$ cat src/rtl/serial_sub_pkg.sv
// rtl/serial_sub_pkg.sv - shared FSM encoding and width limits for serial_subtractor
package serial_sub_pkg;

  // Controller states: waiting for a request, or stepping through operand bits
  typedef enum logic [0:0] {
    ST_IDLE  = 1'b0,
    ST_SHIFT = 1'b1
  } sub_state_e;

  // Legal operand widths for the serial datapath
  localparam int SUB_WIDTH_MIN = 2;
  localparam int SUB_WIDTH_MAX = 32;

endpackage : serial_sub_pkg

$ cat src/rtl/full_subtractor.sv
// rtl/full_subtractor.sv - one-bit full subtractor cell (a - b - bin)
module full_subtractor (
  input  logic a,
  input  logic b,
  input  logic bin,
  output logic d,
  output logic bout
);

  // Difference bit and borrow-out of a single bit position
  always_comb begin
    d    = a ^ b ^ bin;
    bout = (~a & b) | (~(a ^ b) & bin);
  end

endmodule : full_subtractor

$ cat src/rtl/serial_subtractor.sv
// rtl/serial_subtractor.sv - bit-serial A-B, LSB first; signed overflow output with SERIAL_SUB_OVERFLOW_EN
module serial_subtractor
  import serial_sub_pkg::*;
#(
  parameter int WIDTH = 8
) (
  input  logic             clk,
  input  logic             rst_n,
  input  logic             start,
  input  logic [WIDTH-1:0] A,
  input  logic [WIDTH-1:0] B,
  output logic             busy,
  output logic             done,
  output logic [WIDTH-1:0] Diff,
  output logic             Borrow
`ifdef SERIAL_SUB_OVERFLOW_EN
  ,
  output logic             Overflow
`endif
);

  localparam int CW = $clog2(WIDTH + 1);
  localparam logic [CW-1:0] LAST_BIT = CW'(WIDTH - 1);

  if (WIDTH < SUB_WIDTH_MIN || WIDTH > SUB_WIDTH_MAX) begin : g_bad_width
    $error("serial_subtractor: WIDTH out of range");
  end

  sub_state_e       state_q, state_d;
  logic [CW-1:0]    cnt_q, cnt_d;
  logic [WIDTH-1:0] a_sr_q, a_sr_d;
  logic [WIDTH-1:0] b_sr_q, b_sr_d;
  logic [WIDTH-1:0] res_q, res_d;
  logic [WIDTH-1:0] diff_q, diff_d;
  logic             bin_q, bin_d;
  logic             borrow_q, borrow_d;
  logic             done_q, done_d;
  logic             fs_d, fs_bout;
`ifdef SERIAL_SUB_OVERFLOW_EN
  logic             a_msb_q, a_msb_d;
  logic             b_msb_q, b_msb_d;
  logic             ovf_q, ovf_d;
`endif

  // The single arithmetic cell always looks at bit 0 of the operand shifters
  full_subtractor u_full_subtractor (
    .a    (a_sr_q[0]),
    .b    (b_sr_q[0]),
    .bin  (bin_q),
    .d    (fs_d),
    .bout (fs_bout)
  );

  // Next-state: accept a request in IDLE, process one bit per cycle in SHIFT
  always_comb begin
    state_d  = state_q;
    cnt_d    = cnt_q;
    a_sr_d   = a_sr_q;
    b_sr_d   = b_sr_q;
    res_d    = res_q;
    bin_d    = bin_q;
    diff_d   = diff_q;
    borrow_d = borrow_q;
    done_d   = 1'b0;
`ifdef SERIAL_SUB_OVERFLOW_EN
    a_msb_d  = a_msb_q;
    b_msb_d  = b_msb_q;
    ovf_d    = ovf_q;
`endif
    case (state_q)
      ST_IDLE: begin
        if (start) begin
          state_d = ST_SHIFT;
          a_sr_d  = A;
          b_sr_d  = B;
          res_d   = '0;
          bin_d   = 1'b0;
          cnt_d   = '0;
`ifdef SERIAL_SUB_OVERFLOW_EN
          a_msb_d = A[WIDTH-1];
          b_msb_d = B[WIDTH-1];
`endif
        end
      end
      ST_SHIFT: begin
        // Result fills from the MSB side so after WIDTH steps bit 0 lands at index 0
        a_sr_d = {1'b0, a_sr_q[WIDTH-1:1]};
        b_sr_d = {1'b0, b_sr_q[WIDTH-1:1]};
        res_d  = {fs_d, res_q[WIDTH-1:1]};
        bin_d  = fs_bout;
        cnt_d  = cnt_q + CW'(1);
        if (cnt_q == LAST_BIT) begin
          // Last bit: publish the full result at once, never a partial one
          state_d  = ST_IDLE;
          diff_d   = {fs_d, res_q[WIDTH-1:1]};
          borrow_d = fs_bout;
          done_d   = 1'b1;
`ifdef SERIAL_SUB_OVERFLOW_EN
          // fs_d is the difference MSB at this step
          ovf_d    = (a_msb_q ^ b_msb_q) & (fs_d ^ a_msb_q);
`endif
        end
      end
      default: state_d = ST_IDLE;
    endcase
  end

  // State and datapath registers; reset abandons any operation in flight
  always_ff @(posedge clk or negedge rst_n) begin
    if (!rst_n) begin
      state_q  <= ST_IDLE;
      cnt_q    <= '0;
      a_sr_q   <= '0;
      b_sr_q   <= '0;
      res_q    <= '0;
      bin_q    <= 1'b0;
      diff_q   <= '0;
      borrow_q <= 1'b0;
      done_q   <= 1'b0;
`ifdef SERIAL_SUB_OVERFLOW_EN
      a_msb_q  <= 1'b0;
      b_msb_q  <= 1'b0;
      ovf_q    <= 1'b0;
`endif
    end else begin
      state_q  <= state_d;
      cnt_q    <= cnt_d;
      a_sr_q   <= a_sr_d;
      b_sr_q   <= b_sr_d;
      res_q    <= res_d;
      bin_q    <= bin_d;
      diff_q   <= diff_d;
      borrow_q <= borrow_d;
      done_q   <= done_d;
`ifdef SERIAL_SUB_OVERFLOW_EN
      a_msb_q  <= a_msb_d;
      b_msb_q  <= b_msb_d;
      ovf_q    <= ovf_d;
`endif
    end
  end

  assign busy   = (state_q == ST_SHIFT);
  assign done   = done_q;
  assign Diff   = diff_q;
  assign Borrow = borrow_q;
`ifdef SERIAL_SUB_OVERFLOW_EN
  assign Overflow = ovf_q;
`endif

endmodule : serial_subtractor
$ cat config.mk
export PLATFORM = sky130hd
export DESIGN_NAME = serial_subtractor
export DESIGN_NICKNAME = d
export VERILOG_FILES = /design/src/rtl/serial_sub_pkg.sv /design/src/rtl/full_subtractor.sv /design/src/rtl/serial_subtractor.sv
export SDC_FILE = /design/constraint.sdc
export NUM_CORES = 1
export LEC_CHECK = 0
export ABC_AREA = 1
export BUFFER_PORTS_ARGS = -buffer_cell sky130_fd_sc_hd__clkbuf_2
export CAP_MARGIN = 20
export CORE_UTILIZATION = 51
export DETAILED_ROUTE_END_ITERATION = 10
export PLACE_DENSITY = 0.84
export SLEW_MARGIN = 20
export SYNTH_ARGS = -nofsm -noshare
export SYNTH_HDL_FRONTEND = slang
export SYNTH_SLANG_ARGS = --single-unit
$ cat constraint.sdc
create_clock -name clk -period 1.3 [get_ports clk]
set_input_delay 0.13 -clock clk [delete_from_list [all_inputs] [get_ports clk]]
set_output_delay 0.13 -clock clk [all_outputs]
set_load 0.02 [all_outputs]
==> results_dict.tcl <==
set metrics [dict create \
    path_cells "buf_4 -> buf_4" \
    cp_max_fo 4 \
    area_delta_synth_final_pct 28.2 \
    seq_power_share_pct 42.9 \
    h-tree-depth 2 \
    synth_top_family_by_area "simple AND/OR/NAND/NOR gates" \
    antenna_found_initial 0 \
    path_class "reg -> out" \
    cp.required_ps 1170 \
    synth_ff_type "dfrtp_1" \
    critPathArrivalTime_ps 1130 \
    cts_root_buf "clkbuf_4" \
    syn_area_per_cell_um2 9.23 \
    hold_slack_ps 9.94 \
    gp_congestion 0.741 \
    routed_via_density 4.84 \
    p_total_mw 4.65 \
    cap_violations 0 \
    cts_tree "yes" \
    final_nets 260 \
    portBuffers 29 \
    hold_viol 0 \
    ys_ff_latch 39 \
    stdcell_area_um2 2150 \
    drt-initial-drc-count 37 \
    post-place-ws_ps 102 \
    setup_viol 0 \
    power_density_nw_per_um2 2160 \
    postPlaceCellArea_um2 1900 \
    min_period_over_period_pct 97.1 \
    clk_pin_slew_ps 120 \
    vias 1375 \
    grt_first_pass_wirelength_um 5640 \
    drc 0 \
    synth-warning-count 0 \
    critical_path.slowest_cell "dfrtp_2" \
    utilization_pct 69.9 \
    clockPowerShare_pct 13.5 \
    layout_common_cells "nand2_1, dfrtp_1, clkbuf_2" \
    clk_latency_ps 360 \
    power.leakage_nw 1.15 \
    synth_fp_nets 203 \
    core_um2 3080 \
    end_kind "primary output" \
    synthXorXnorAreaFrac_pct 0 \
    synth_area_um2 1680 \
    hold_class "in -> reg" \
    synth.area.mux_share_pct 0 \
    setup_tns_ps 0 \
    fill_cells 237 \
    critPathMostFrequentCell "buf_4" \
    ant_nets 0 \
    cts_buffer_depth 2 \
    ir_worst_vdd_mv 1.10 \
    rows 20 \
    wl_per_cell_um 11.7 \
    synth-simple-area-share_pct 27.9 \
    num_antenna_cells 0 \
    comb_power_share_pct 43.6 \
    place_inst 258 \
    start_util_pct 54.6 \
    synth_adder_area_share_pct 1.94 \
    syn_inst 182 \
    synth-async-reset-ratio_pct 100 \
    dieArea_um2 3530 \
    p_sw_share_pct 41.2 \
    drive_above_1_share_pct 24.2 \
    crit_path_start_kind "register" \
    synthDistinctLibCells 21 \
    synth_edf_count 0 \
    synth_seq_area_share_pct 58.1 \
    grt_pass1_vias 1343 \
    grt_max_degree 40 \
    grt.total_usage_pct 22.3 \
    cpPeakStageDelay_ps 460 \
    tightest_slew_ps 473 \
    drt_wl_total_um 3320 \
    period_needed_ps 1260 \
    cts_made_buffers 5 \
    drt_pass1_iterations 4 \
    setup_ws_ps 38.0 \
    die_h_um 59.4 \
    io_pins 30 \
    stdcell_count 284 \
    grt-ovfl-total 0 \
    status "finished, final reports clean" \
    fmax_mhz 792 \
    dp_hpwl_um 2280 \
    slew_viol_final 0 \
    netSwitchingPower_mw 1.91 \
    finClkSkew_ps 10.1 \
    internal-power_mw 2.74 \
    slew_headroom_pct 68.5 \
    synth_compound_area_share_pct 4.92 \
    final_common_cell "nand2_1" \
    clock-sinks 39 \
    die_w_um 59.4 \
]
==> registers in the layout, indices dropped and copies added (netlist names) <==
name / flops
Diff: 8
a_sr_q: 8
b_sr_q: 8
res_q: 7
cnt_q: 4
Borrow: 1
bin_q: 1
busy: 1
done: 1
==> path summary, 6_finish.rpt <==
kind | from | endpoint | slack, ps | cells after the start
min | A[6] | a_sr_q[6] | 10 | 3
min reg2reg | Diff[0] | Diff[0] | 480 | 2
max | busy | busy | 40 | 2
min in group asynchronous | rst_n | res_q[1] | 340 | 3
max reg2reg | b_sr_q[0] | res_q[7] | 80 | 4
max in group asynchronous | rst_n | busy | 600 | 3
==> cell families after synthesis <==
logic type,count (synthesis)
simple gates,103
flops,39
fa+ha+maj,2
buf+inv,24
compound gates,14
==> Yosys cell counts (2+ instances only) <==
| master | instances | share of area, % |
|---|---|---|
| buf_2 | 2 | 0.60 |
| o211ai_1 | 2 | 0.89 |
| nor2_1 | 2 | 0.45 |
| nor2_4 | 2 | 1.3 |
| clkbuf_8 | 2 | 1.6 |
| o21ai_0 | 5 | 1.5 |
| nand3_1 | 19 | 5.7 |
| nand2_1 | 74 | 17 |
| o22ai_1 | 6 | 2.2 |
| inv_1 | 16 | 3.6 |
| nand3_2 | 2 | 1.2 |
| dfrtp_1 | 39 | 58 |
| inv_2 | 3 | 0.67 |
==> power groups by stage <==
| stage | logic, mW | registers (mW) | clock network (mW) |
|---|---|---|---|
| 2_1_floorplan | 1.17 | 2.15 | 0 |
| 3_3_place_gp | 1.85 | 1.99 | 0 |
| 3_5_place_dp | 1.93 | 2.02 | 0 |
| 4_1_cts | 1.97 | 2.00 | 0.642 |
| 5_1_grt | 2.29 | 2.05 | 0.696 |
| 6_report | 2.03 | 2.00 | 0.627 |
==> worst max-delay path: cells and delay by family, from the launching register on <==
family / cells / cell delay [ps]
buf+inv: 2 / 310
flops: 1 / 460
==> metal layers <==
metal / wire (um) / GRT usage (%)
met5: 0 / 0
met4: 119 / 10.9
met3: 161 / 6.11
met2: 1620 / 37.2
met1: 1420 / 26.6
==> layout make-up <==
class	count	area [um2]	share of cell area, %
clock buffer	5	37.5	1.74
clock inverter	3	20.0	0.930
inverter	19	71.3	3.31
multi-input combinational	119	583	27.1
sequential	39	977	45.4
tap	44	55.1	2.56
timing repair buffer	55	408	19.0
==> timing repair <==
item                                    CTS  global route
gates resized for setup                   1             2
endpoints found under the setup margin    1             2
buffers inserted                          0             2
pin swaps                                 0             1
hold buffers                             16             0
hold endpoints to repair                 54             0
No activity file was read; power rests on OpenSTA's default activity.
